==> config.mk <==
export PLATFORM = sky130hd
export DESIGN_NAME = regfile_wb_ctrl_flat
export DESIGN_NICKNAME = d
export VERILOG_FILES = /design/src/rtl/regfile_pkg.sv /design/src/rtl/regfile_wb_ctrl_if.sv /design/src/rtl/regfile_wb_ctrl_arb.sv /design/src/rtl/regfile_wb_ctrl.sv /design/src/flat_wrapper.sv
export SDC_FILE = /design/constraint.sdc
export NUM_CORES = 1
export LEC_CHECK = 0
export BUFFER_PORTS_ARGS = -buffer_cell sky130_fd_sc_hd__buf_2
export CAP_MARGIN = 20
export CORE_MARGIN = 8
export CORE_UTILIZATION = 52
export CTS_CLUSTER_SIZE = 16
export DETAILED_ROUTE_END_ITERATION = 10
export GPL_ROUTABILITY_DRIVEN = 0
export PLACE_DENSITY = 0.89
export SLEW_MARGIN = 20
export SYNTH_ARGS = -nofsm -noshare
export SYNTH_HDL_FRONTEND = slang
export SYNTH_HIERARCHICAL = 1
export SYNTH_SLANG_ARGS = --single-unit
export TNS_END_PERCENT = 1
==> constraint.sdc <==
create_clock -name clk -period 4.6 [get_ports clk]
set_input_delay 0.92 -clock clk [delete_from_list [all_inputs] [get_ports clk]]
set_output_delay 0.92 -clock clk [all_outputs]
set_load 0.01 [all_outputs]
==> src/rtl/regfile_pkg.sv <==
// Shared types and constants for the register-file write-back controller.
package regfile_pkg;

  localparam int DATA_W = 32;
  localparam int ADDR_W = 5;
  localparam int NREG   = 32;
  localparam logic [ADDR_W-1:0] ZERO_REG = 5'd0;

  typedef struct packed {
    logic              valid;
    logic [ADDR_W-1:0] addr;
    logic [DATA_W-1:0] data;
  } wb_req_t;

  // One-hot register mask for scoreboard set/clear vectors.
  function automatic logic [NREG-1:0] reg_mask(input logic [ADDR_W-1:0] idx);
    reg_mask = {{(NREG-1){1'b0}}, 1'b1} << idx;
  endfunction

endpackage

==> src/rtl/regfile_wb_ctrl_if.sv <==
// Writeback, issue and register-file signals between the pipeline and regfile_wb_ctrl.
interface regfile_wb_ctrl_if;
  import regfile_pkg::*;

  logic              alu_valid;
  logic [ADDR_W-1:0] alu_addr;
  logic [DATA_W-1:0] alu_data;
  logic              alu_ready;
  logic              lsu_valid;
  logic [ADDR_W-1:0] lsu_addr;
  logic [DATA_W-1:0] lsu_data;
  logic              lsu_ready;
  logic              issue_valid;
  logic [ADDR_W-1:0] issue_rs1;
  logic [ADDR_W-1:0] issue_rs2;
  logic [ADDR_W-1:0] issue_rd;
  logic              issue_stall;
  logic              rf_we;
  logic [ADDR_W-1:0] rf_waddr;
  logic [DATA_W-1:0] rf_wdata;
  logic [NREG-1:0]   busy;

  modport slave (
    input  alu_valid, alu_addr, alu_data, lsu_valid, lsu_addr, lsu_data,
    input  issue_valid, issue_rs1, issue_rs2, issue_rd,
    output alu_ready, lsu_ready, issue_stall, rf_we, rf_waddr, rf_wdata, busy
  );

  modport master (
    output alu_valid, alu_addr, alu_data, lsu_valid, lsu_addr, lsu_data,
    output issue_valid, issue_rs1, issue_rs2, issue_rd,
    input  alu_ready, lsu_ready, issue_stall, rf_we, rf_waddr, rf_wdata, busy
  );

endinterface

==> src/rtl/regfile_wb_ctrl_arb.sv <==
// Two-way round-robin arbiter; the pointer only moves on a contested grant.
module rr_arbiter2 (
  input  logic       clk,
  input  logic       reset,
  input  logic       freeze,
  input  logic [1:0] req,
  output logic [1:0] gnt
);

  logic ptr_q;
  logic ptr_d;

  // Grant and pointer update; bit 0 is the requester preferred when ptr_q is 0.
  always_comb begin
    gnt   = 2'b00;
    ptr_d = ptr_q;
    if (freeze) begin
      gnt   = 2'b00;
      ptr_d = ptr_q;
    end else begin
      case (req)
        2'b01:   gnt = 2'b01;
        2'b10:   gnt = 2'b10;
        2'b11: begin
          gnt   = ptr_q ? 2'b10 : 2'b01;
          ptr_d = ~ptr_q;
        end
        default: gnt = 2'b00;
      endcase
    end
  end

  // Pointer register.
  always_ff @(posedge clk) begin
    if (reset) ptr_q <= 1'b0;
    else       ptr_q <= ptr_d;
  end

endmodule

==> src/rtl/regfile_wb_ctrl.sv <==
// Write-back controller: arbitrates ALU/LSU onto the single register-file write
// port and keeps a pending-write scoreboard for RAW/WAW issue stalls.
module regfile_wb_ctrl
  import regfile_pkg::*;
(
  input  logic              clk,
  input  logic              reset,
  input  logic              freeze,
  regfile_wb_ctrl_if.slave  wb
);

  wb_req_t           alu_req;
  wb_req_t           lsu_req;
  logic [1:0]        gnt;
  logic              hs_s;
  logic [ADDR_W-1:0] win_addr_s;
  logic [DATA_W-1:0] win_data_s;
  logic              issue_stall_s;
  logic              issue_acc_s;
  logic [NREG-1:0]   set_vec_s;
  logic [NREG-1:0]   clr_vec_s;

  logic              rf_we_q,    rf_we_d;
  logic [ADDR_W-1:0] rf_waddr_q, rf_waddr_d;
  logic [DATA_W-1:0] rf_wdata_q, rf_wdata_d;
  logic [NREG-1:0]   busy_q,     busy_d;

  assign alu_req = {wb.alu_valid, wb.alu_addr, wb.alu_data};
  assign lsu_req = {wb.lsu_valid, wb.lsu_addr, wb.lsu_data};

  rr_arbiter2 u_arb (
    .clk    (clk),
    .reset  (reset),
    .freeze (freeze),
    .req    ({lsu_req.valid, alu_req.valid}),
    .gnt    (gnt)
  );

  assign wb.alu_ready = gnt[0];
  assign wb.lsu_ready = gnt[1];

  // Winning request and hazard detection; stall looks only at registered busy.
  always_comb begin
    hs_s          = |gnt;
    win_addr_s    = gnt[1] ? lsu_req.addr : alu_req.addr;
    win_data_s    = gnt[1] ? lsu_req.data : alu_req.data;
    issue_stall_s = wb.issue_valid &
                    (busy_q[wb.issue_rs1] | busy_q[wb.issue_rs2] | busy_q[wb.issue_rd]);
    issue_acc_s   = wb.issue_valid & ~issue_stall_s & ~freeze & (wb.issue_rd != ZERO_REG);
  end

  // Output register next state: freeze keeps a presented write on the port.
  always_comb begin
    rf_we_d    = rf_we_q;
    rf_waddr_d = rf_waddr_q;
    rf_wdata_d = rf_wdata_q;
    if (freeze) begin
      rf_we_d = rf_we_q;
    end else if (hs_s) begin
      rf_we_d    = (win_addr_s != ZERO_REG);
      rf_waddr_d = win_addr_s;
      rf_wdata_d = win_data_s;
    end else begin
      rf_we_d = 1'b0;
    end
  end

  // Scoreboard next state; the set is applied after the clear so it wins.
  always_comb begin
    if (issue_acc_s) set_vec_s = reg_mask(wb.issue_rd);
    else             set_vec_s = {NREG{1'b0}};
    if (hs_s && (win_addr_s != ZERO_REG)) clr_vec_s = reg_mask(win_addr_s);
    else                                  clr_vec_s = {NREG{1'b0}};
    busy_d    = (busy_q & ~clr_vec_s) | set_vec_s;
    busy_d[0] = 1'b0;
  end

  // State registers.
  always_ff @(posedge clk) begin
    if (reset) begin
      rf_we_q    <= 1'b0;
      rf_waddr_q <= {ADDR_W{1'b0}};
      rf_wdata_q <= {DATA_W{1'b0}};
      busy_q     <= {NREG{1'b0}};
    end else begin
      rf_we_q    <= rf_we_d;
      rf_waddr_q <= rf_waddr_d;
      rf_wdata_q <= rf_wdata_d;
      busy_q     <= busy_d;
    end
  end

  assign wb.issue_stall = issue_stall_s;
  assign wb.rf_we       = rf_we_q;
  assign wb.rf_waddr    = rf_waddr_q;
  assign wb.rf_wdata    = rf_wdata_q;
  assign wb.busy        = busy_q;

endmodule

==> src/flat_wrapper.sv <==
// flat-port wrapper written by rule: the top's interface ports become plain ports
module regfile_wb_ctrl_flat import regfile_pkg::*;
  (clk, reset, freeze, wb_alu_valid, wb_alu_addr, wb_alu_data, wb_lsu_valid, wb_lsu_addr, wb_lsu_data, wb_issue_valid, wb_issue_rs1, wb_issue_rs2, wb_issue_rd, wb_alu_ready, wb_lsu_ready, wb_issue_stall, wb_rf_we, wb_rf_waddr, wb_rf_wdata, wb_busy);
  regfile_wb_ctrl_if wb_i ();
  input  logic clk;
  input  logic reset;
  input  logic freeze;
  input wire logic [$bits(wb_i.alu_valid)-1:0] wb_alu_valid;
  input wire logic [$bits(wb_i.alu_addr)-1:0] wb_alu_addr;
  input wire logic [$bits(wb_i.alu_data)-1:0] wb_alu_data;
  input wire logic [$bits(wb_i.lsu_valid)-1:0] wb_lsu_valid;
  input wire logic [$bits(wb_i.lsu_addr)-1:0] wb_lsu_addr;
  input wire logic [$bits(wb_i.lsu_data)-1:0] wb_lsu_data;
  input wire logic [$bits(wb_i.issue_valid)-1:0] wb_issue_valid;
  input wire logic [$bits(wb_i.issue_rs1)-1:0] wb_issue_rs1;
  input wire logic [$bits(wb_i.issue_rs2)-1:0] wb_issue_rs2;
  input wire logic [$bits(wb_i.issue_rd)-1:0] wb_issue_rd;
  output wire logic [$bits(wb_i.alu_ready)-1:0] wb_alu_ready;
  output wire logic [$bits(wb_i.lsu_ready)-1:0] wb_lsu_ready;
  output wire logic [$bits(wb_i.issue_stall)-1:0] wb_issue_stall;
  output wire logic [$bits(wb_i.rf_we)-1:0] wb_rf_we;
  output wire logic [$bits(wb_i.rf_waddr)-1:0] wb_rf_waddr;
  output wire logic [$bits(wb_i.rf_wdata)-1:0] wb_rf_wdata;
  output wire logic [$bits(wb_i.busy)-1:0] wb_busy;
  assign wb_i.alu_valid = wb_alu_valid;
  assign wb_i.alu_addr = wb_alu_addr;
  assign wb_i.alu_data = wb_alu_data;
  assign wb_i.lsu_valid = wb_lsu_valid;
  assign wb_i.lsu_addr = wb_lsu_addr;
  assign wb_i.lsu_data = wb_lsu_data;
  assign wb_i.issue_valid = wb_issue_valid;
  assign wb_i.issue_rs1 = wb_issue_rs1;
  assign wb_i.issue_rs2 = wb_issue_rs2;
  assign wb_i.issue_rd = wb_issue_rd;
  assign wb_alu_ready = wb_i.alu_ready;
  assign wb_lsu_ready = wb_i.lsu_ready;
  assign wb_issue_stall = wb_i.issue_stall;
  assign wb_rf_we = wb_i.rf_we;
  assign wb_rf_waddr = wb_i.rf_waddr;
  assign wb_rf_wdata = wb_i.rf_wdata;
  assign wb_busy = wb_i.busy;
  regfile_wb_ctrl u_core (.clk(clk), .reset(reset), .freeze(freeze), .wb(wb_i));
endmodule
==> results_dict.tcl, run 1 <==
set metrics [dict create \
    synth_flop_cell "dfxtp_1" \
    cp_data_required_time_ns 3.68 \
    ys_seq_area_frac 0.346 \
    grt_pass1_wl_mm 21.6 \
    cts_setup_buffers 0 \
    ys_ff_latch 70 \
    synth.distinct_cells 46 \
    ir_worst_vdd_uv 227 \
    antenna_cells 0 \
    fillers 614 \
    numCtsBuffers 9 \
    crit_type "in -> out" \
    worst-path-buf-inv 2 \
    synthArstFlopShare 0 \
    slowest_delay_ns 0.60 \
    cts_max_level 3 \
    power_density_nw_per_um2 272 \
    cts_max_path_buffers 2 \
    dr_total_vias 4274 \
    crit_chain "buf_2 -> mux4_1 -> mux4_2 -> nand2b_4 -> o211ai_4 -> a31oi_1 -> buf_2" \
    areaGrowthSynthToFinish_pct 25.9 \
    fin_cells 693 \
    crit_path_max_fanout 13 \
    cts-hold-fix-buffers 0 \
    fp-row-count 32 \
    wirelength_mm 13.5 \
    start_util 0.529 \
    ant_nets 0 \
    crit_family "multiplexers" \
    post-place-ws_ns 0.800 \
    crit_top_cell "buf_2" \
    setup_viol 0 \
    netlist_area_um2 4050 \
    coreArea_um2 7650 \
    clk_latency_ns 0.34 \
    rsz0062_at_grt "false" \
    io_buffer_count 166 \
    grt_pass1_vias 4377 \
    register_area_um2 1400 \
    grt_max_degree 75 \
    ioPinCount 168 \
    synth_most_common_cell "dfxtp_1" \
    outcome "finished, final reports clean" \
    drv_cap 0 \
    grt_overflow 0 \
    grt_usage 0.240 \
    p_leak_nw 2.13 \
    r2r_cells 8 \
    hold_depth 2 \
    maxSlewViolCount 0 \
    hold_class "reg -> reg" \
    start_kind "input port" \
    crit_cells 7 \
    die-height_um 104 \
    dp.cells 677 \
    min_period_ns 3.80 \
    drive_above_1_share 0.374 \
    ctsResizeCount 0 \
    clkSinkCount 70 \
    skew_ns 0.00887 \
    cts_root_buf "clkbuf_8" \
    yosysTopAreaCellShare 0.346 \
    cts_tree "built" \
    maxSlewHeadroom 0.383 \
    setup_ws_ns 0.804 \
    die_w_um 104 \
    max_freq_mhz 263 \
    finalPower_mw 1.39 \
    tns_ns 0 \
    viasPerCell 6.17 \
    worstPathArrival_ns 2.88 \
    synth_edf_count 0 \
    drc_errors 0 \
    ys_warn_count 6 \
    yosys-top-cells-area "dfxtp_1 35%, mux2i_1 10%, mux4_2 8.3%" \
    dp_hpwl_mm 10.4 \
    final_nets 681 \
    antenna_found_initial 0 \
    tightest_slew_ns 0.925 \
    wl_per_cell_um 19.5 \
    cp-end-kind "primary output" \
    synthCells 436 \
    first_pass_iters 7 \
    critPathSlowestCell "mux4_1" \
    synth_fp_nets 531 \
    multiInputGateArea_um2 2510 \
    synth_commonest_cells "70 x dfxtp_1, 51 x nor2_1, 42 x mux2i_1" \
    postSynthAreaPerCell_um2 9.29 \
    drt-initial-drc-count 394 \
    cts.clk_slew.worst_paths_ns 0.08 \
    timing.final.crit_share 0.825 \
    synth_top_area_cell "dfxtp_1" \
    die_area_um2 10900 \
    hold_viol_final 0 \
]
[routing by layer]
metal,GRT usage,part of all wire
met5,0,0
met1,0.270,0.38
met4,0.0941,0.025
met2,0.400,0.47
met3,0.0954,0.13
[flip-flops by register name, indices dropped and copies added (netlist names)]
register	count
u_core/u_arb/ptr_q	1
u_core/wb.rf_waddr	5
u_core/wb.rf_wdata	32
u_core/wb.rf_we	1
u_core/wb.busy	31
[through the flow]
step	utilization	hold slack [ns]	instance area (um2)
2_1_floorplan	-	0.476	4050
3_3_place_gp	0.643	0.440	4920
3_5_place_dp	0.643	0.454	4920
4_1_cts	0.667	0.467	5100
5_1_grt	0.667	0.489	5100
6_report	0.667	0.470	5100
[cell families (layout without fill, tap and decap cells)]
family | Yosys count | in the layout | share of synthesized area
AO/OA/AOI/OAI | 109 | 109 | 0.183
flip-flops | 70 | 70 | 0.346
AND/OR/NAND/NOR | 149 | 149 | 0.194
buffers and inverters | 36 | 191 | 0.0374
other | 1 | 1 | 0.000926
multiplexers | 71 | 71 | 0.238
[tightest hold or removal path: stages (launching register included)]
cell     delay (ns)
dfxtp_1        0.32
nand2_1        0.05
a21oi_1        0.05
[worst paths after layout]
path	start	end	slack, ns
min reg2reg	u_core/wb.rf_we$_SDFFE_PP0N_	u_core/wb.rf_we$_SDFFE_PP0N_	0.47
max	wb_issue_rd[0]	wb_issue_stall	0.80
max reg2reg	u_core/u_arb/ptr_q$_SDFFE_PP0P_	u_core/wb.busy[4]$_SDFF_PP0_	1.90
min	u_core/wb.rf_we$_SDFFE_PP0N_	u_core/wb.rf_we$_SDFFE_PP0N_	0.47
[layout by cell type, fill, tap and decap left out, types with 2 or more instances in the layout]
master	n
clkbuf_1	2
a211oi_1	38
nand2_1	32
buf_2	166
nand4_4	4
a21oi_1	6
nor3_1	6
nor2_1	50
o311ai_0	2
o22ai_1	3
inv_1	5
mux4_1	3
o32ai_1	3
nand3_1	24
mux2_2	10
nand2b_1	9
a221oi_1	2
mux4_2	15
nor2b_1	11
clkbuf_8	9
o21ai_1	31
and3_1	3
clkinv_2	4
buf_4	4
mux2i_1	42
dfxtp_1	70
o21ai_0	4
o211ai_1	13
[report_power, final]
part           leakage [nW]  total, mW  switching (mW)  internal [mW]
combinational          1.46      0.271           0.159          0.112
sequential            0.570      0.644          0.0137          0.631
clock                0.0968      0.473           0.226          0.247
total                  2.13       1.39           0.399          0.990
[final cells by class]
cell class | count | area share
clock inverters | 5 | 0.00982
clock buffers | 11 | 0.0258
repair buffers | 170 | 0.169
multi-input cells | 330 | 0.492
flip-flops and latches | 70 | 0.275
well taps | 102 | 0.0250
inverters | 5 | 0.00368
Power figures use the tool's default switching activity.
==> run 2: changes to the inputs <==
--- a/config.mk
+++ b/config.mk
@@ -5,14 +5,15 @@
 export SDC_FILE = /design/constraint.sdc
 export NUM_CORES = 1
 export LEC_CHECK = 0
+export ABC_AREA = 1
 export BUFFER_PORTS_ARGS = -buffer_cell sky130_fd_sc_hd__buf_2
 export CAP_MARGIN = 20
 export CORE_MARGIN = 8
-export CORE_UTILIZATION = 52
+export CORE_UTILIZATION = 51
 export CTS_CLUSTER_SIZE = 16
 export DETAILED_ROUTE_END_ITERATION = 10
 export GPL_ROUTABILITY_DRIVEN = 0
-export PLACE_DENSITY = 0.89
+export PLACE_DENSITY = 0.85
 export SLEW_MARGIN = 20
 export SYNTH_ARGS = -nofsm -noshare
 export SYNTH_HDL_FRONTEND = slang
==> constraint.sdc (replaced) <==
create_clock -name clk -period 3.9 [get_ports clk]
set_input_delay 0.78 -clock clk [delete_from_list [all_inputs] [get_ports clk]]
set_output_delay 0.78 -clock clk [all_outputs]
set_load 0.01 [all_outputs]
==> run 2 against run 1 <==
Clock-buffer cell count is 1 lower. Critical path depth is 3 higher. Worst hold slack better by 0.022 ns. Global-route usage shrank 0.21 points. Via count increased by 25%. Cell count rose by 40%.
==> results_dict.tcl, run 2 <==
set metrics [dict create \
    outcome "finished, final reports clean" \
    synth_fa_ha_area_frac 0 \
    grt_pass1_vias 4947 \
    worstPathArrival_ns 2.21 \
    synth_fp_nets 818 \
    synth_most_common_cell "nand2_1" \
    clk_latency_ns 0.35 \
    wl_per_cell_um 15.9 \
    maxSlewHeadroom 0.401 \
    cts_tree "built" \
    first_pass_iters 5 \
    skew_ns 0.0134 \
    synthArstFlopShare 0 \
    synth_compound_area_frac 0.215 \
    dr_total_vias 5351 \
    comb_power_share 0.207 \
    ys_warn_count 6 \
    cts_max_path_buffers 2 \
    synth_xor_area_frac 0 \
    die_w_um 112 \
    largest_reg_flops 32 \
    cp-end-kind "primary output" \
    numCtsBuffers 9 \
    clkSinkCount 70 \
    areaGrowthSynthToFinish_pct 19.9 \
    io_buffer_count 166 \
    ctsResizeCount 0 \
    layout_commonest_cell "buf_2" \
    antenna_cells 0 \
    grt_overflow 0 \
    fillers 877 \
    wl_met3_mm 1.88 \
    cts_max_level 3 \
    synth_flop_cell "dfxtp_1" \
    final_nets 951 \
    synth_top_family_by_area "simple AND/OR/NAND/NOR gates" \
    register_area_um2 1400 \
    cts-hold-fix-buffers 0 \
    dp_hpwl_mm 11.5 \
    power_density_nw_per_um2 317 \
    ys_ff_latch 70 \
    wirelength_mm 15.5 \
    synth.area.mux_share 0 \
    antenna_found_initial 0 \
    start_kind "input port" \
    yosysTopAreaCellShare 0.298 \
    min_period_ns 2.99 \
    setup_viol 0 \
    hold_class "reg -> reg" \
    viasPerCell 5.51 \
    p_leak_nw 2.64 \
    drive_above_1_share 0.311 \
    p_int_mw 1.23 \
    synth.distinct_cells 29 \
    ioPinCount 168 \
    maxSlewViolCount 0 \
    cts_root_buf "clkbuf_8" \
    p_sw_uw 554 \
    die-height_um 112 \
    finalPower_mw 1.79 \
    most-common-layout-cells "166 x buf_2, 141 x nand2_1, 78 x nor2_1" \
    crit_type "in -> out" \
    start_util 0.517 \
    rsz0062_at_grt "false" \
    tns_ns 0 \
    cts.clk_slew.worst_paths_ns 0.07 \
    swShare 0.310 \
    setup_ws_ns 0.906 \
    post-place-ws_ns 0.859 \
    cts_setup_buffers 0 \
    multiInputGateArea_um2 2740 \
    coreArea_um2 9110 \
    synth_edf_count 0 \
    grt_usage 0.238 \
    pwr-share-seq 0.425 \
    ir_worst_vdd_uv 237 \
    yosys-top-cells-area "dfxtp_1 30%, nand2_1 11%, nand3_1 8.1%" \
    postSynthAreaPerCell_um2 6.51 \
    drt-initial-drc-count 553 \
    synthCells 723 \
    ant_nets 0 \
    die_area_um2 12600 \
    grt_max_degree 75 \
    netlist_area_um2 4710 \
    wl_met2_mm 7.12 \
    met1Wirelength_mm 5.99 \
    grt_pass1_wl_mm 24.6 \
    drv_cap 0 \
    p_clk_frac 0.368 \
    synthSimpleGateAreaFrac 0.363 \
    hold_viol_final 0 \
    crit_path_max_fanout 16 \
    ys_seq_area_frac 0.298 \
    max_freq_mhz 334 \
    timing.final.crit_share 0.768 \
    routed.top_layer "met4" \
    synth_top_area_cell "dfxtp_1" \
    synth_commonest_cells "141 x nand2_1, 80 x nor2_1, 76 x nand3_1" \
    r2r_setup_slack_ns 1.36 \
    cp_data_required_time_ns 3.12 \
    tightest_slew_ns 0.897 \
    drc_errors 0 \
    fp-row-count 35 \
]
## run 2: critical path, stage by stage
cell     delay (ns)
buf_2          0.18
inv_1          0.39
nand4_1        0.17
nand3_1        0.12
nand2_1        0.06
nand2_2        0.07
nand2_4        0.08
o21ai_0        0.16
inv_1          0.05
buf_2          0.14
## run 2: area by class of cell
class / count / area share
clock buffer: 10 / 0.0226
clock inverter: 6 / 0.0166
inverter: 73 / 0.0494
multi-input combinational: 531 / 0.485
sequential: 70 / 0.248
tap: 111 / 0.0246
timing repair buffer: 171 / 0.154
## run 2: worst paths after layout
check / cells after the start / endpoint / from
max: 10 / wb_issue_stall / wb_issue_rd[2]
min: 2 / u_core/wb.rf_waddr[3]$_SDFFE_PP0P_ / u_core/wb.rf_waddr[3]$_SDFFE_PP0P_
max reg2reg: 8 / u_core/wb.busy[2]$_SDFF_PP0_ / u_core/u_arb/ptr_q$_SDFFE_PP0P_
min reg2reg: 2 / u_core/wb.rf_waddr[3]$_SDFFE_PP0P_ / u_core/wb.rf_waddr[3]$_SDFFE_PP0P_
## run 2: logic make-up after synthesis
group / after synthesis
simple gates: 353
compound gates: 177
buf+inv: 122
flops: 70
other cells: 1
## run 2: power groups by stage
stage          Sequential [mW]  Combinational [mW]  Clock, mW
2_1_floorplan            0.790               0.246          0
3_3_place_gp             0.775               0.361          0
3_5_place_dp             0.775               0.366          0
4_1_cts                  0.760               0.367      0.667
5_1_grt                  0.764               0.408      0.697
6_report                 0.760               0.370      0.657
## run 2: through the flow
step / utilization / cells / cell area (um2) / hold slack, ns
6_report: 0.620 / 972 / 5640 / 0.492
5_1_grt: 0.620 / 972 / 5640 / 0.555
4_1_cts: 0.620 / 972 / 5640 / 0.494
3_5_place_dp: 0.595 / 956 / 5420 / 0.483
3_3_place_gp: 0.595 / 956 / 5420 / 0.478
2_1_floorplan: - / 723 / 4710 / 0.489
## run 2: metal layers
metal | GRT usage | vias to the layer above
met5 | 0 | -
met3 | 0.0751 | 45
met4 | 0.101 | 0
met2 | 0.387 | 313
li1 | - | 2653
met1 | 0.285 | 2340
==> run 3: changes to the inputs <==
==> constraint.sdc (replaced) <==
create_clock -name clk -period 2.8 [get_ports clk]
set_input_delay 0.56 -clock clk [delete_from_list [all_inputs] [get_ports clk]]
set_output_delay 0.56 -clock clk [all_outputs]
set_load 0.01 [all_outputs]
==> run 3 against run 2 <==
The flow now finishes with violations (DRC). Combinational power up 46%. Design area increased by 1.5%. Sequential power is 39% higher. Global-route usage grew 0.77 points. Setup slack got worse by 0.67 ns. Worst hold slack improved by 0.0074 ns. Cell count is 0.82% higher. Clock-buffer cell count down 1. Via count increased by 3.5%. Sequential share of layout area decreased by 0.36 points. Critical path type unchanged. Largest power group unchanged. Highest routed layer unchanged.
==> results_dict.tcl, run 3 (synthesized netlist as in run 2, its figures left out) <==
set metrics [dict create \
    rsz0062_at_grt "false" \
    fillers 856 \
    viasPerCell 5.65 \
    crit_path_max_fanout 10 \
    areaGrowthSynthToFinish_pct 21.7 \
    fp-row-count 35 \
    tns_ns 0 \
    cts_setup_buffers 0 \
    grt_usage 0.246 \
    crit_type "in -> out" \
    dp_hpwl_mm 11.8 \
    drc_errors 1 \
    grt_pass1_wl_mm 25.6 \
    wl_per_cell_um 16.2 \
    critPathSlowestCell "buf_2" \
    cts_max_path_buffers 2 \
    crit_chain "buf_2 -> inv_2 -> nand2_2 -> nor2_1 -> nor2_1 -> nand3_1 -> nand3_1 -> nand2_1 -> nand2_2 -> nand2_4 -> o21ai_0 -> inv_1 -> buf_2" \
    start_util 0.517 \
    multiInputGateArea_um2 2740 \
    drt-initial-drc-count 594 \
    start_kind "input port" \
    drive_above_1_share 0.319 \
    cp_data_required_time_ns 2.24 \
    power_density_nw_per_um2 438 \
    drv_cap 0 \
    antenna_found_initial 0 \
    min_period_ns 2.56 \
    post-place-ws_ns 0.292 \
    clk_latency_ns 0.35 \
    cts.clk_slew.worst_paths_ns 0.09 \
    first_pass_iters 10 \
    grt_pass1_vias 5224 \
    largest_reg_flops 32 \
    worstPathArrival_ns 2.00 \
    ctsResizeCount 0 \
    max_freq_mhz 390 \
    layout_commonest_cell "buf_2" \
    wirelength_mm 15.9 \
    ant_nets 0 \
    cp-end-kind "primary output" \
    cts-hold-fix-buffers 0 \
    die_w_um 112 \
    dr_total_vias 5540 \
    ioPinCount 168 \
    cts_tree "built" \
    cts_max_level 3 \
    final_nets 959 \
    slowest_delay_ns 0.24 \
    most-common-layout-cells "166 x buf_2, 141 x nand2_1, 78 x nor2_1" \
    violations "DRC" \
    die_area_um2 12600 \
    cts_root_buf "clkbuf_8" \
    register_area_um2 1400 \
    p_leak_nw 2.69 \
    timing.final.crit_share 0.916 \
    grt_max_degree 75 \
    ir_worst_vdd_uv 316 \
    antenna_cells 0 \
    setup_ws_ns 0.236 \
    hold_viol_final 0 \
    grt_overflow 0 \
    coreArea_um2 9110 \
    numCtsBuffers 9 \
    outcome "finished with violations" \
    maxSlewHeadroom 0.409 \
    skew_ns 0.0138 \
    die-height_um 112 \
    setup_viol 0 \
    tightest_slew_ns 0.885 \
    clkSinkCount 70 \
    hold_class "in -> reg" \
    maxSlewViolCount 0 \
    io_buffer_count 166 \
]
==> run 3: changes by cell type in the layout (fill, tap and decap cells not counted) <==
cell	previous run	this run
buf_12	0	2
buf_4	5	11
clkbuf_1	1	0
clkinv_2	0	2
clkinv_4	2	1
clkinvlp_4	1	0
inv_6	1	2
==> run 3: final timing paths <==
check / end / startpoint / depth (start not counted) / slack [ns]
setup reg to reg: u_core/wb.busy[1]$_SDFF_PP0_ / u_core/u_arb/ptr_q$_SDFFE_PP0P_ / 9 / 0.62
setup / recovery: wb_issue_stall / wb_issue_rd[0] / 13 / 0.24
hold reg to reg: u_core/wb.rf_waddr[3]$_SDFFE_PP0P_ / u_core/wb.rf_waddr[3]$_SDFFE_PP0P_ / 2 / 0.50
hold / removal: u_core/wb.rf_wdata[1]$_SDFFE_PP0P_ / wb_lsu_data[1] / 3 / 0.50
==> run 3: cell type report <==
cell class / count / area share
Clock inverter: 7 / 0.0168
Timing Repair Buffer: 179 / 0.166
Clock buffer: 9 / 0.0216
Sequential cell: 70 / 0.245
Multi-Input combinational cell: 531 / 0.478
Inverter: 73 / 0.0487
Tap cell: 111 / 0.0242
==> run 3: report_power, final <==
part | total [mW] | internal [mW] | leakage, nW | switching (mW)
Combinational | 0.540 | 0.188 | 2.01 | 0.352
Clock | 0.908 | 0.506 | 0.114 | 0.402
Sequential | 1.06 | 1.04 | 0.571 | 0.0221
Total | 2.51 | 1.73 | 2.69 | 0.776
==> run 3: routing by layer <==
metal,wire [um],part of all wire,track usage
met1,6060,0.38,0.282
met2,7520,0.47,0.403
met3,1860,0.12,0.0864
met4,435,0.027,0.115
met5,0,0,0
==> run 3: through the flow <==
step | util | cell area, um2 | hold slack [ns] | instances | power, mW
3_5_place_dp | 0.605 | 5510 | 0.485 | 964 | 1.61
2_1_floorplan | - | 4710 | 0.489 | 723 | 1.44
5_1_grt | 0.629 | 5730 | 0.491 | 980 | 2.63
4_1_cts | 0.629 | 5730 | 0.479 | 980 | 2.52
6_report | 0.629 | 5730 | 0.499 | 980 | 2.51
3_3_place_gp | 0.605 | 5510 | 0.476 | 964 | 1.60
==> run 3: critical path, delay by kind of cell <==
kind	cells	cell delay, ns
compound gates	1	0.18
buf+inv	4	0.59
simple gates	8	0.67
